--- config.mk ---
export PLATFORM = sky130hd
export DESIGN_NAME = pixel_packer
export DESIGN_NICKNAME = d
export VERILOG_FILES = /design/src/rtl/pixel_packer_pkg.sv /design/src/rtl/sync_edge_detect.sv /design/src/rtl/pixel_packer.sv
export SDC_FILE = /design/constraint.sdc
export NUM_CORES = 1
export LEC_CHECK = 0
export ABC_CLOCK_PERIOD_IN_PS = 3200
export CORE_MARGIN = 1.5
export CORE_UTILIZATION = 43
export DETAILED_ROUTE_END_ITERATION = 16
export SYNTH_ARGS = -nofsm -noshare
export SYNTH_HDL_FRONTEND = slang
export SYNTH_SLANG_ARGS = --single-unit
--- constraint.sdc ---
create_clock -name clock -period 3.2 [get_ports clock]
set_input_delay 0.32 -clock clock [delete_from_list [all_inputs] [get_ports clock]]
set_output_delay 0.32 -clock clock [all_outputs]
set_load 0.005 [all_outputs]
--- src/rtl/pixel_packer_pkg.sv ---
// Shared state encoding and default widths for the pixel capture path.
// No logic; imported by the packer and by the capture FIFO wrapper.
// Backpressure: n/a.
package pixel_packer_pkg;

    typedef enum logic [2:0] {
        IDLE       = 3'd0,
        WAIT_FRAME = 3'd1,
        WAIT_LINE  = 3'd2,
        LINE       = 3'd3,
        FLUSH      = 3'd4
    } pack_state_t;

    localparam int DEFAULT_PIXEL_WIDTH = 8;
    localparam int DEFAULT_DATA_WIDTH  = 32;

    function automatic int pack_ratio(input int data_width, input int pixel_width);
        return data_width / pixel_width;
    endfunction

endpackage

--- src/rtl/sync_edge_detect.sv ---
// Registers a level input once and flags its rising edge.
// Latency: rise is combinational from sig against last cycle's value.
// Backpressure: none.
module sync_edge_detect (
    input  logic clock,
    input  logic reset_n,
    input  logic sig,
    output logic rise
);

    logic sig_q;

    always_ff @(posedge clock or negedge reset_n) begin
        if (!reset_n) begin
            sig_q <= 1'b0;
        end else begin
            sig_q <= sig;
        end
    end

    assign rise = sig & ~sig_q;

endmodule

--- src/rtl/pixel_packer.sv ---
// Packs PACK_RATIO sensor pixels (first pixel in LSBs) into one word per FIFO push.
// Latency: word and push_strobe appear the cycle after the completing pixel.
// Backpressure: none upstream; a push while FIFO not ready/full is dropped and sets overflow.
module pixel_packer
    import pixel_packer_pkg::*;
#(
    parameter int DATA_WIDTH      = DEFAULT_DATA_WIDTH,
    parameter int PIXEL_WIDTH     = DEFAULT_PIXEL_WIDTH,
    parameter int PIXELS_PER_LINE = 640
) (
    input  logic                   clock,
    input  logic                   reset_n,
    input  logic                   enable,
    input  logic                   vsync,
    input  logic                   href,
    input  logic                   pixel_valid,
    input  logic [PIXEL_WIDTH-1:0] pixel_data,
    input  logic                   fifo_ready,
    input  logic                   fifo_full,
    output logic [DATA_WIDTH-1:0]  out_data,
    output logic                   push_strobe,
    output logic                   frame_done,
    output logic [15:0]            line_count,
    output logic                   overflow,
    output logic                   length_error
);

    localparam int PACK_RATIO = pack_ratio(DATA_WIDTH, PIXEL_WIDTH);
    localparam int LANE_W     = (PACK_RATIO > 1) ? $clog2(PACK_RATIO) : 1;
    localparam int CNT_W      = $clog2(PIXELS_PER_LINE + 1);
    localparam logic [LANE_W-1:0] LAST_LANE = LANE_W'(PACK_RATIO - 1);
    localparam logic [CNT_W-1:0]  CNT_MAX   = CNT_W'(PIXELS_PER_LINE);

    // A single-pixel word would let push_strobe stay high back to back,
    // which the FIFO's push edge detector cannot see.
    if (PACK_RATIO < 2) begin : g_bad_ratio
        $error("pixel_packer: PACK_RATIO must be at least 2");
    end
    if (DATA_WIDTH % PIXEL_WIDTH != 0) begin : g_bad_width
        $error("pixel_packer: DATA_WIDTH must be a multiple of PIXEL_WIDTH");
    end

    pack_state_t           state;
    logic [LANE_W-1:0]     lane;
    logic [CNT_W-1:0]      pix_cnt;
    logic [DATA_WIDTH-1:0] word_buf;
    logic [DATA_WIDTH-1:0] merged;
    logic [DATA_WIDTH-1:0] push_word;
    logic                  enable_q;
    logic                  end_pend;
    logic                  done_pend;
    logic                  vsync_rise;
    logic                  take;
    logic                  room;
    logic                  line_end;
    logic                  push_req;

    sync_edge_detect u_vsync_edge (
        .clock   (clock),
        .reset_n (reset_n),
        .sig     (vsync),
        .rise    (vsync_rise)
    );

    // Frame end wins over a pixel offered in the same cycle as the vsync edge.
    assign take     = (state == LINE) && href && pixel_valid && !vsync_rise;
    assign line_end = (state == LINE) && (!href || vsync_rise);
    assign room     = (pix_cnt != CNT_MAX);

    always_comb begin
        merged = word_buf;
        for (int k = 0; k < PACK_RATIO; k++) begin
            if (lane == LANE_W'(k)) begin
                merged[k*PIXEL_WIDTH +: PIXEL_WIDTH] = pixel_data;
            end
        end
    end

    always_comb begin
        push_req  = 1'b0;
        push_word = merged;
        if (state == FLUSH) begin
            push_req  = 1'b1;
            push_word = word_buf;
        end else if (take && room && (lane == LAST_LANE)) begin
            push_req  = 1'b1;
        end
    end

    always_ff @(posedge clock or negedge reset_n) begin
        if (!reset_n) begin
            state        <= IDLE;
            lane         <= '0;
            pix_cnt      <= '0;
            word_buf     <= '0;
            enable_q     <= 1'b0;
            end_pend     <= 1'b0;
            done_pend    <= 1'b0;
            out_data     <= '0;
            push_strobe  <= 1'b0;
            frame_done   <= 1'b0;
            line_count   <= '0;
            overflow     <= 1'b0;
            length_error <= 1'b0;
        end else begin
            enable_q    <= enable;
            push_strobe <= 1'b0;
            frame_done  <= 1'b0;
            if (!enable) begin
                state     <= IDLE;
                lane      <= '0;
                pix_cnt   <= '0;
                word_buf  <= '0;
                end_pend  <= 1'b0;
                done_pend <= 1'b0;
            end else begin
                if (!enable_q) begin
                    overflow     <= 1'b0;
                    length_error <= 1'b0;
                end
                if (push_req) begin
                    if (fifo_ready && !fifo_full) begin
                        out_data    <= push_word;
                        push_strobe <= 1'b1;
                    end else begin
                        overflow    <= 1'b1;
                    end
                end
                if (done_pend) begin
                    frame_done <= 1'b1;
                    line_count <= '0;
                    done_pend  <= 1'b0;
                end
                case (state)
                    IDLE: state <= WAIT_FRAME;
                    WAIT_FRAME: begin
                        if (vsync_rise) begin
                            state      <= WAIT_LINE;
                            line_count <= '0;
                        end
                    end
                    WAIT_LINE: begin
                        if (vsync_rise) begin
                            frame_done <= 1'b1;
                            line_count <= '0;
                        end else if (href) begin
                            state    <= LINE;
                            lane     <= '0;
                            pix_cnt  <= '0;
                            word_buf <= '0;
                        end
                    end
                    LINE: begin
                        if (line_end) begin
                            if (lane != '0) begin
                                state    <= FLUSH;
                                end_pend <= vsync_rise;
                            end else begin
                                state      <= WAIT_LINE;
                                frame_done <= vsync_rise;
                                line_count <= vsync_rise ? 16'd0 : line_count + 16'd1;
                            end
                        end else if (take) begin
                            if (!room) begin
                                length_error <= 1'b1;
                            end else begin
                                pix_cnt <= pix_cnt + CNT_W'(1);
                                if (lane == LAST_LANE) begin
                                    lane     <= '0;
                                    word_buf <= '0;
                                end else begin
                                    lane     <= lane + LANE_W'(1);
                                    word_buf <= merged;
                                end
                            end
                        end
                    end
                    FLUSH: begin
                        state    <= WAIT_LINE;
                        lane     <= '0;
                        word_buf <= '0;
                        end_pend <= 1'b0;
                        // Frame-ending flush reports frame_done one cycle after the word.
                        if (end_pend || vsync_rise) begin
                            done_pend  <= 1'b1;
                        end else begin
                            line_count <= line_count + 16'd1;
                        end
                    end
                    default: state <= IDLE;
                endcase
            end
        end
    end

endmodule

== Word-level counts from Yosys, hierarchy flattened ==
Index checks and enable logic that the tools add are counted.

* Bits in registers: 103
* Bits of input ports: 16
* Output and inout port bits: 52
* Logic and storage cells: 127

* Bitwise logic cells: 2
* $add $sub $neg: 3
* Eq/ne operators: 19
* Reduce and logical (&&, ||, !) cells: 21
* Muxes and demuxes: 68

{| class="wikitable"
|+ Operators by type and width
! kind !! number
|-
| two-way mux 32 bit || 8
|-
| two-way mux 16 bit || 6
|-
| case mux 32 bit (3 select lines) || 1
|-
| two-way mux 10 bit || 6
|-
| case mux 16 bit (3 select lines) || 1
|-
| two-way mux 8 bit || 4
|-
| two-way mux 1 bit || 24
|-
| != test 3 bit, second input constant || 7
|-
| case mux 10 bit (2 select lines) || 1
|-
| two-way mux 3 bit || 6
|-
| adder 16 x 1 -> 16 bit, second input constant || 1
|-
| case mux 3 bit (5 select lines) || 1
|-
| two-way mux 2 bit || 7
|-
| AND reduction 6 bit || 2
|-
| adder 10 x 1 -> 10 bit, second input constant || 1
|-
| != test 10 bit, second input constant || 1
|-
| logical AND 1 bit || 7
|-
| equality test 3 x 2 -> 1 bit, second input constant || 2
|-
| != test 3 x 1 -> 1 bit, second input constant || 2
|-
| case mux 2 bit (3 select lines) || 1
|-
| AND reduction 3 bit || 2
|-
| equality test 2 bit, second input constant || 2
|-
| != test 4 x 1 -> 1 bit, second input constant || 1
|-
| case mux 1 bit (2 select lines) || 2
|-
| other kinds (14) || 17
|}

== Depth between registers and ports, before layout ==
Gate-level depths: netlist (run 1).

* Depth after elaboration: 10
* Depth in mapped cells: 9
* Mapped depth without buffers: 7

== By module ==
From an unflattened synthesis (run 1), not the netlist that was laid out.

* Cells, all modules: 430
* Area total of the unflattened synthesis: 5003.5 um2

{| class="wikitable"
|+ Modules (own cells, without submodules)
! module !! sequential area each (um2) !! times used !! cells an instance !! area each (um2)
|-
| pixel_packer || 2552.4 || 1 || 428 || 4964.8
|-
| sync_edge_detect || 25.0 || 1 || 2 || 38.8
|}

== Worst setup path after synthesis (run 1) ==
No wires, ideal clock.

* Path type: reg-to-reg
* Start point: register pix_cnt[3]
* End point: register out_data[0]
* Cell stages (with the launch flop): 7
* Path slack: 1.088 ns
* Arrival time: 1.987 ns
* Period minus slack after synthesis: 2.112 ns
* Path through: dfrtp_1 or4_1 nor3_1 nor2b_1 a21oi_4 buf_4 mux2_2

* Longest elaborated chain between the ends: 6

{| class="wikitable"
|+ RTL lines
! element !! line !! text
|-
| start: declaration || pixel_packer.sv:45 || <nowiki>logic [CNT_W-1:0] pix_cnt;</nowiki>
|-
| start signal: assignment || pixel_packer.sv:167 || <nowiki>pix_cnt <= pix_cnt + CNT_W'(1);</nowiki>
|-
| != test 10 bit || pixel_packer.sv:68 || <nowiki>assign room = (pix_cnt != CNT_MAX);</nowiki>
|-
| logical AND 1 bit (2 in a row) || pixel_packer.sv:85 || <nowiki>end else if (take && room && (lane == LAST_LANE)) begin</nowiki>
|-
| two-way mux 1 bit || pixel_packer.sv:85 ||
|-
| two-way mux 1 bit || pixel_packer.sv:82 || <nowiki>if (state == FLUSH) begin</nowiki>
|-
| AND reduction 3 bit (no source line) || -- ||
|-
| end signal: assignment || pixel_packer.sv:123 || <nowiki>out_data <= push_word;</nowiki>
|-
| end: declaration || pixel_packer.sv:20 || <nowiki>output logic [DATA_WIDTH-1:0] out_data,</nowiki>
|}

No other way between the ends.
A chain may end at the register's enable or synchronous reset.

== Worst setup path in the final report (run 1) ==
* Start point: register pix_cnt[3]
* End point: register out_data[29]

Same word-level chain as after synthesis.

==> run_results.csv, run 1 <==
group,metric,value,unit
layout,fin_util,53.58,%
place,globalplace.congestion,0.9001,
synth,syn_nets,449,
sta,setup_viol,0,
clock_tree,htreeDepth,3,
global_routing,grt_pass1_wl,18780,microns
synth,synth_edf_count,0,
synth,synthXorXnorAreaFrac,0.3491,%
clock_tree,clkTransAtPathRegs,0.07,ns
place,hpwl,7428,microns
clock_tree,cts_tree,"built",
synth,avgSynthCellArea,11.78,sq um
sta,finalCritPeriodShare,76.85,%
synth,synthFlopType,"dfrtp_1",
global_routing,grt_pass1_vias,3666,
global_routing,gr-usage-met2,28.27,%
setup_path,crit_fanout,33,
setup_path,cp-start-kind,"flop",
run_status,status,"completed",
routing,drc,0,
synth,synth-seq-cells,103,
global_routing,grt.busiest_layer,"met2",
setup_path,critPathMaxStageDelay,0.54,ns
setup_path,crit_path_end_kind,"flop",
global_routing,grt_use_total,18.98,%
pwr,p_per_area,412.5,mW/mm^2
layout,antenna_cells,0,
setup_path,critical_path_buf_inv_count,1,
global_routing,grt_use_met1,26.76,%
floorplanning,start_util,43.94,%
sta,slew_headroom,49.38,%
synth,netlist_area,0.005017,sq mm
floorplanning,ios,68,
min_path,hold_path.class,"primary input to asynchronous set/reset pin",
layout,fillCellCount,1047,
clock_tree,cts.sinks,103,
synth,async_flop_share,100.0,%
sta,clock_skew,0.008971,ns
routing,wl_per_cell,16.73,microns
synth,synth_compound_area_share,13.77,%
clock_tree,cts_root_buf,"clkbuf_16",
sta,finalHoldViolCount,0,
clock_tree,cts_resized,0,
setup_path,cp_slowest_cell,"or4_1",
floorplanning,die_x,111.0,microns
sta,rsz0062_at_grt,"false",
layout,layout_common_cells,"103 x dfrtp_1, 66 x clkdlybuf4s50_1, 64 x mux2_2",
clock_tree,ctsHoldBuffers,0,
routing,routed_wl,10810,microns
sta,setup_tns,0,ns
synth,ys_seq_area_share,51.37,%
sta,finalMaxSlewViolations,0,
synth,synthCells,426,
setup_path,path_cells,"or4_1 > nor3_1 > nor2b_1 > a21oi_4 > buf_4 > mux2_2",
global_routing,met3_usage,3.280,%
layout,final_layout_size_suffix_gt1_share,20.68,%
setup_path,path_delay_family,"simple AND/OR/NAND/NOR gates",
global_routing,grt_antenna_before_repair,0,
floorplanning,die_h,111.0,microns
flow_run,maxCapViolations,0,
synth,yosys_warnings,0,
synth,synthMuxAreaShare,14.56,%
layout,layout_commonest_cell,"dfrtp_1",
clock_tree,worst_skew_pair.late_latency,0.35,ns
synth,synth_adder_area_share,1.945,%
setup_path,worstPathRequired,3.43,ns
floorplanning,design.core.area,0.01142,sq mm
synth,synth_top_family_by_area,"simple AND/OR/NAND/NOR gates",
place,io_buffers,67,
sta,clock.fmax,0.4066,GHz
setup_path,arrival,2.69,ns
pwr,power.leakage,2.853,nW
floorplanning,placementRows,39,
global_routing,grt_max_degree,61,
sta,worstMarginPinSlew,0.7593,ns
clock_tree,numCtsBuffers,9,
floorplanning,fp.dieArea,0.01233,sq mm
sta,fin_crit,2.459,ns
routing,vias,3607,
synth,synth-simple-area-share,15.06,%
clock_tree,postCtsSetupBuffers,0,
routing,antenna_left,0,
clock_tree,clock_path_buffers,2,
routing,first_pass_iters,4,
routing,via_per_inst,5.584,
setup_path,critPathKind,"flop to flop",
layout,area.growth.synth_to_final,21.95,%
pwr,ir_drop,0.2941,mV
synth,synth_cell_types,56,
global_routing,grt.overflow.total,0,
routing,drt_iter0_drc,215,
layout,finalNetCount,521,
==> synth_stat cells (2+ instances only) <==
cell type / count / area (sq um)
dfrtp_1: 103 / 2577
mux2_2: 64 / 720.7
a22o_1: 27 / 236.5
nand2_1: 24 / 90.09
nor2_1: 18 / 67.56
o21ai_0: 14 / 70.07
and3_1: 13 / 81.33
nor3_1: 13 / 65.06
nor2b_1: 12 / 75.07
inv_1: 11 / 41.29
a21oi_1: 10 / 50.05
nand3_1: 10 / 50.05
a211o_1: 8 / 70.07
ha_1: 7 / 87.58
or4_1: 7 / 52.55
clkbuf_1: 6 / 22.52
nand2b_1: 5 / 31.28
nand4_1: 5 / 31.28
or3_1: 5 / 31.28
a221o_1: 4 / 40.04
and4_1: 4 / 35.03
buf_2: 4 / 20.02
buf_4: 4 / 30.03
o31ai_1: 4 / 30.03
buf_6: 3 / 33.78
nor3b_1: 3 / 22.52
o211ai_1: 3 / 22.52
a211oi_1: 2 / 15.01
a21o_1: 2 / 15.01
and2_1: 2 / 12.51
nor4b_2: 2 / 30.03
or2_2: 2 / 12.51
xnor2_1: 2 / 17.52
==> layer usage <==
| layer | up-vias | routed length, microns | part of all wire [%] |
|---|---|---|---|
| met2 | 70 | 4929 | 46 |
| met1 | 1788 | 5235 | 48 |
| met3 | 12 | 408 | 3.8 |
| li1 | 1737 | - | - |
| met4 | 0 | 237 | 2.2 |
| met5 | - | 0 | 0 |
==> logic make-up (layout without fill, tap and decap cells) <==
group / after synthesis / after routing
compound gates: 88 / 88
xor+xnor: 2 / 2
fa+ha+maj: 8 / 8
buf+inv: 28 / 105
flops: 103 / 103
mux: 65 / 65
simple gates: 132 / 132
==> report_power, final <==
group | internal, mW | total, mW | switching, mW
logic | 0.0636 | 0.174 | 0.110
clock network | 0.550 | 1.02 | 0.473
registers | 1.31 | 1.33 | 0.0150
total | 1.93 | 2.52 | 0.598
==> layout make-up <==
type	count	area [sq um]	area share [%]
Tap cell	143	178.9	2.924
Inverter	11	41.29	0.6748
Timing Repair Buffer	78	750.7	12.27
Clock inverter	4	31.28	0.5112
Clock buffer	12	246.5	4.029
Multi-Input combinational cell	295	2292	37.46
Sequential cell	103	2577	42.13
==> per-stage QoR <==
step / worst slack, ns / cells / total power, mW / hold slack [ns] / area [sq um]
6_report: 0.7408 / 646 / 2.524 / 0.02281 / 6118
4_1_cts: 0.7237 / 646 / 2.563 / 0.06517 / 6118
3_3_place_gp: 0.6002 / 630 / 1.526 / 0.4391 / 5841
3_5_place_dp: 0.5513 / 630 / 1.529 / 0.4489 / 5841
5_1_grt: 0.5940 / 646 / 2.642 / 0.1033 / 6118
2_1_floorplan: 1.088 / 426 / 1.440 / 0.02441 / 5017
==> final timing paths <==
check / start / endpoint / slack [ns] / depth (start not counted)
setup reg to reg: pix_cnt[3] / out_data[29] / 0.74 / 6
hold / removal: reset_n / line_count[5] / 0.02 / 1
hold reg to reg: word_buf[28] / word_buf[28] / 0.50 / 1
max in group asynchronous: reset_n / pix_cnt[2] / 2.35 / 2
min in group clock: vsync / u_vsync_edge.sig_q / 0.46 / 1
setup / recovery: pix_cnt[3] / out_data[29] / 0.74 / 6
==> flip-flops by register name (all words and copies together), names as in the netlist <==
register and flops:
enable_q 1, lane 2, end_pend 1, state 3, length_error 1, done_pend 1
frame_done 1, word_buf 32, out_data 32, u_vsync_edge.sig_q 1, pix_cnt 10, push_strobe 1
line_count 16, overflow 1
(Power assumes the default switching activity.)
==> run 2, diff against run 1 <==
- ABC_CLOCK_PERIOD_IN_PS: 3200 -> 2320
- clock period: 3.2 -> 2.32 ns (I/O delays scaled with it)
==> run 2 against run 1 <==
Compared with the run above: via count up 4.0%; sequential power up 38%; register-to-register slack worse by 0.62 ns; power up 46%; hold slack better by 0.34 ns; core utilization increased by 1.8 points; combinational power is 52% higher; non-clock buffer count up 14; wire length up 3.5%; clock power is 56% higher; clock skew grew 0.0010 ns; sequential share of layout area decreased by 1.4 points.
==> run_results.csv, run 2 (same netlist as run 1, synthesis figures left out) <==
group,metric,value,unit
global_routing,grt.overflow.total,0,
layout,largest_registers,"out_data: 32 flops, word_buf: 32 flops, line_count: 16 flops",
sta,setup_tns,0,ns
global_routing,grt_antenna_before_repair,0,
setup_path,arrival,2.43,ns
floorplanning,fp.dieArea,0.01233,sq mm
place,hpwl,7583,microns
pwr,power.leakage,2.971,nW
clock_tree,clkTransAtPathRegs,0.07,ns
pwr,power.share.clock,43.1,%
routing,vias,3752,
layout,layout_commonest_cell,"dfrtp_1",
clock_tree,htreeDepth,3,
floorplanning,ios,68,
routing,first_pass_iters,4,
sta,clock_skew,0.009984,ns
setup_path,rrSetupSlack,0.12,ns
sta,finalCritPeriodShare,94.81,%
floorplanning,die_h,111.0,microns
place,globalplace.congestion,0.8569,
layout,finalNetCount,536,
sta,timing.final.ws_setup,0.1205,ns
sta,setup_viol,0,
pwr,p_seq_share,49.7,%
routing,antenna_left,0,
setup_path,crit_fanout,8,
floorplanning,die_x,111.0,microns
pwr,ir_drop,0.6106,mV
sta,finalHoldViolCount,0,
pwr,power.share.switching,22.84,%
sta,slew_headroom,63.76,%
global_routing,gr-usage-met2,28.93,%
setup_path,crit_path_end_kind,"flop",
pwr,p_per_area,583.0,mW/mm^2
clock_tree,cts_root_buf,"clkbuf_16",
clock_tree,clock_path_buffers,2,
global_routing,grt_use_total,18.89,%
sta,finalMaxSlewViolations,0,
routing,drt_iter0_drc,171,
floorplanning,start_util,43.94,%
layout,finalNonFillerCells,661,
global_routing,grt_use_met1,27.39,%
clock_tree,cts.sinks,103,
pwr,p_comb_share,7.2,%
routing,wl_per_cell,16.93,microns
layout,layout_common_cells,"103 x dfrtp_1, 66 x clkdlybuf4s50_1, 64 x mux2_2",
clock_tree,postCtsSetupBuffers,0,
layout,antenna_cells,0,
flow_run,maxCapViolations,0,
layout,final_layout_size_suffix_gt1_share,23.94,%
global_routing,grt.busiest_layer,"met2",
sta,fin_hold_ws,0.3667,ns
run_status,status,"completed",
setup_path,worstPathRequired,2.55,ns
global_routing,met3_usage,3.609,%
global_routing,grt_max_degree,72,
global_routing,grt_pass1_vias,3668,
pwr,internal-power,2.844,mW
sta,rsz0062_at_grt,"false",
pwr,netSwitchingPower,0.8421,mW
place,post-place-ws,0.07168,ns
routing,drc,0,
clock_tree,worst_skew_pair.late_latency,0.34,ns
sta,fin_crit,2.199,ns
min_path,hold_path.class,"primary input to asynchronous set/reset pin",
floorplanning,design.core.area,0.01142,sq mm
routing,routed_wl,11190,microns
pwr,total_power,3.687,mW
layout,area.growth.synth_to_final,26.03,%
place,io_buffers,67,
setup_path,cp-start-kind,"flop",
sta,worstMarginPinSlew,0.5424,ns
place,post-place-cells,643,
clock_tree,numCtsBuffers,9,
global_routing,grt_pass1_wl,18880,microns
setup_path,critPathKind,"flop to flop",
routing,via_per_inst,5.676,
clock_tree,cts_tree,"built",
floorplanning,placementRows,39,
sta,clock.fmax,0.4547,GHz
## run 2: changes by cell type in the layout (fill, tap and decap cells not counted), moves of 2 or more
cell | previous run | this run
or3_1 | 5 | 3
clkinvlp_4 | 3 | 0
clkbuf_1 | 2 | 0
buf_4 | 12 | 22
clkbuf_8 | 1 | 3
buf_12 | 0 | 2
or3_4 | 0 | 2
## run 2: power by group through the flow
| stage | Combinational [mW] | Clock (mW) | Sequential (mW) |
|---|---|---|---|
| final | 0.265 | 1.59 | 1.83 |
| after global routing | 0.294 | 1.72 | 1.83 |
| after CTS | 0.264 | 1.64 | 1.83 |
| after floorplan | 0.134 | 0 | 1.85 |
| after global placement | 0.258 | 0 | 1.86 |
| after detailed placement | 0.263 | 0 | 1.86 |
## run 2: what timing repair did
item / in CTS / in global routing
hold endpoints to repair: 32 / 0
hold buffers: 1 / 0
resized for setup: 0 / 5
endpoints found under the setup margin: 0 / 32
## run 2: worst max-delay path, stage by stage (launching register included)
cell and delay, ns:
dfrtp_1 0.41, or3b_2 0.52, or4_4 0.58, o21ai_4 0.14
nor4b_2 0.08, buf_4 0.17, a22o_1 0.18
## run 2: path summary, 6_finish.rpt
| path | start | endpoint | cells after the start |
|---|---|---|---|
| setup / recovery | pix_cnt[6] | word_buf[19] | 6 |
| hold / removal | reset_n | line_count[3] | 2 |
| setup reg to reg | pix_cnt[6] | word_buf[19] | 6 |
| hold reg to reg | word_buf[4] | word_buf[4] | 1 |
| max in group asynchronous | reset_n | lane[1] | 3 |
| min in group clock | vsync | u_vsync_edge.sig_q | 1 |
## run 2: stage by stage
stage	area [sq um]	utilization [%]
2_1_floorplan	5017	-
3_3_place_gp	5963	52.22
3_5_place_dp	5963	52.22
4_1_cts	6292	55.11
5_1_grt	6324	55.38
6_report	6324	55.38
## run 2: per-layer routing
metal | vias to the layer above | part of all wire, %
li1 | 1771 | -
met1 | 1893 | 49
met2 | 74 | 47
met3 | 14 | 3.5
met4 | 0 | 1.2
met5 | - | 0
## run 2: layout make-up
type,instances,area (sq um)
Fill cell,1010,5095
Sequential cell,103,2577
Multi-Input combinational cell,296,2320
Timing Repair Buffer,92,887.1
Clock buffer,12,266.5
Tap cell,143,178.9
Clock inverter,4,52.55
Inverter,11,41.29
==> run 3, diff against run 2 <==
- CORE_ASPECT_RATIO: unset -> 0.6
- PLACE_DENSITY: unset -> 0.65
- SYNTH_HIERARCHICAL: unset -> 1
==> run 3 against run 2 <==
Compared with the run above: clock power up 4%; hold slack worse by 0.0026 ns; synthesized area down 0.27%; die area about the same; non-clock buffer count up 16; sequential share of layout area down 1.0 points; global-route usage up 1.9 points; flip-flop and latch count unchanged; core utilization up 1.8 points; first-iteration DRC count up 18%; critical path type unchanged; design area up 2.5%; count of clock-buffer cells in the layout down 3; largest cell class unchanged.
==> run_results.csv, run 3 <==
group,metric,value,unit
layout,largest_registers,"out_data: 32 flops, word_buf: 32 flops, line_count: 16 flops",
sta,fin_crit,2.218,ns
layout,layout_common_cells,"103 x dfrtp_1, 66 x clkdlybuf4s50_1, 61 x mux2_2",
layout,antenna_cells,0,
setup_path,cp-start-kind,"flop",
routing,drt_iter0_drc,202,
floorplanning,die_h,86.56,microns
layout,multi_input_area,0.002327,sq mm
synth,netlist_area,0.005004,sq mm
global_routing,grt_use_total,20.75,%
setup_path,reg2reg_to,"word_buf[23]",
synth,synth_top_area_cell,"dfrtp_1",
min_path,hold_path.class,"primary input to flop",
place,hpwl,8487,microns
layout,area.growth.synth_to_final,29.56,%
floorplanning,die_x,142.3,microns
synth,syn_nets,453,
place,post-place-ws,-0.1266,ns
clock_tree,cts_tree,"built",
synth,synthFlopType,"dfrtp_1",
clock_tree,cts_root_buf,"clkbuf_16",
setup_path,reg2reg_depth,6,
floorplanning,placementRows,30,
synth,yosysMostFrequentCell,"dfrtp_1",
clock_tree,htreeDepth,3,
run_status,status,"completed",
setup_path,critPathCapture,"word_buf[23]",
sta,finalMaxSlewViolations,0,
synth,synth_edf_count,0,
sta,finalCritPeriodShare,95.60,%
synth,synth_cell_types,59,
setup_path,crit_path_start,"pix_cnt[5]",
synth,yosys_warnings,6,
setup_path,arrival,2.45,ns
layout,seq_area,0.002577,sq mm
synth,synth-seq-cells,103,
clock_tree,worst_skew_pair.late_latency,0.35,ns
routing,routed_wl,12170,microns
pwr,power.leakage,2.907,nW
global_routing,grt.overflow.total,0,
pwr,ir_drop,0.4097,mV
clock_tree,clock_path_buffers,2,
synth,synth_commonest_cells,"103 x dfrtp_1, 61 x mux2_2, 27 x o21ai_0, 25 x nand2_1, 23 x a22o_1",
routing,wl_per_cell,17.45,microns
setup_path,critPathKind,"flop to flop",
synth,ys_seq_area_share,51.51,%
global_routing,grt_max_degree,47,
sta,worstMarginPinSlew,0.5719,ns
setup_path,cp_slowest_cell,"or4_4",
layout,layout_commonest_cell,"dfrtp_1",
flow_run,maxCapViolations,0,
place,globalplace.congestion,0.8305,
routing,antenna_left,0,
layout,finalNetCount,555,
clock_tree,numCtsBuffers,9,
setup_path,crit_path_end_kind,"flop",
sta,timing.final.ws_setup,0.1020,ns
synth,synthCells,430,
synth,avgSynthCellArea,11.64,sq um
sta,rsz0062_at_grt,"false",
setup_path,worstPathRequired,2.55,ns
floorplanning,start_util,44.14,%
layout,fillCellCount,956,
floorplanning,fp.dieArea,0.01231,sq mm
pwr,p_per_area,643.5,mW/mm^2
setup_path,crit_path_frequent_cell,"or4_4",
layout,final_layout_size_suffix_gt1_share,25.51,%
global_routing,grt_antenna_before_repair,0,
synth,synth.area.top_cells,"dfrtp_1 52%, mux2_2 14%, a22o_1 4.0%",
routing,via_per_inst,5.481,
routing,vias,3820,
synth,synth_top_area_share,51.51,%
global_routing,grt_pass1_wl,19690,microns
setup_path,crit_fanout,8,
floorplanning,design.core.area,0.01134,sq mm
sta,setup_viol,0,
clock_tree,cts.sinks,103,
place,post-place-cells,680,
clock_tree,clkTransAtPathRegs,0.07,ns
sta,slew_headroom,61.87,%
clock_tree,postCtsSetupBuffers,0,
layout,finalNonFillerCells,697,
setup_path,critPathMaxStageDelay,0.56,ns
synth,async_flop_share,100.0,%
place,io_buffers,67,
routing,first_pass_iters,4,
routing,drc,0,
sta,finalHoldViolCount,0,
floorplanning,ios,68,
setup_path,r2r-start,"pix_cnt[5]",
setup_path,path_cells,"or4_4 > or4_4 > nand3_4 > nor4_2 > buf_4 > a22o_1",
sta,clock_skew,0.006672,ns
sta,clock.fmax,0.4509,GHz
global_routing,grt_pass1_vias,3769,
setup_path,rrSetupSlack,0.10,ns
-- run 3: kinds of logic (layout without fill, tap and decap cells) --
kind of cell	Yosys count	in the layout	synth area share (%)
compound gates	104	104	15.20
xor+xnor	2	2	0.3502
fa+ha+maj	7	7	1.750
buf+inv	29	136	2.651
flops	103	103	51.51
mux	65	65	14.60
simple gates	120	120	13.93
-- run 3: worst max-delay path, delay by kind of cell, from the launching register on --
kind                   cells  cell delay (ns)
AO/OA/AOI/OAI              1             0.24
AND/OR/NAND/NOR            4             1.30
flip-flops                 1             0.41
buffers and inverters      1             0.17
-- run 3: through the flow --
stage	hold WS [ns]	cell area [sq um]	TNS [ns]	utilization, %	total power [mW]
floorplan	-0.06359	5004	0	-	2.247
global placement	0.2556	6117	-4.078	53.96	2.509
detailed placement	0.2643	6117	-5.324	53.96	2.529
CTS	0.3521	6457	0	56.96	4.215
global route	0.3782	6482	0	57.19	4.354
finish	0.3640	6482	0	57.19	4.172
-- run 3: how the worst min path moves through the flow --
stage | start | to | slack (ns) | depth (start not counted)
finish | vsync | u_vsync_edge/sig_q | 0.36 | 1
global route | vsync | u_vsync_edge/sig_q | 0.38 | 1
CTS | vsync | u_vsync_edge/sig_q | 0.35 | 1
detailed placement | reset_n | line_count[6] | 0.26 | 1
global placement | reset_n | line_count[7] | 0.26 | 1
floorplan | reset_n | done_pend | -0.06 | 0
-- run 3: per-layer routing --
metal	part of all wire, %	vias up	GRT usage (%)
met4	0.84	0	5.155
li1	-	1799	-
met2	42	100	29.76
met1	52	1914	31.17
met5	0	-	0
met3	5.3	7	5.414
-- run 3: layout make-up --
cell class	instances	area share (%)
Clock inverter	7	1.602
Timing Repair Buffer	108	15.48
Inverter	12	0.6948
Clock buffer	9	3.474
Tap cell	160	3.088
Multi-Input combinational cell	298	35.90
Sequential cell	103	39.76
-- run 3: power by group --
part	total, mW	internal, mW	switching, mW
registers	1.90	1.85	0.0507
clock network	1.66	0.961	0.701
logic	0.607	0.275	0.332
-- run 3: timing repair --
action,4_1_cts,5_1_grt
resized for setup,1,5
hold buffers,1,0
hold endpoints to repair,39,0
pin swaps,0,1
endpoints found under the setup margin,2,56
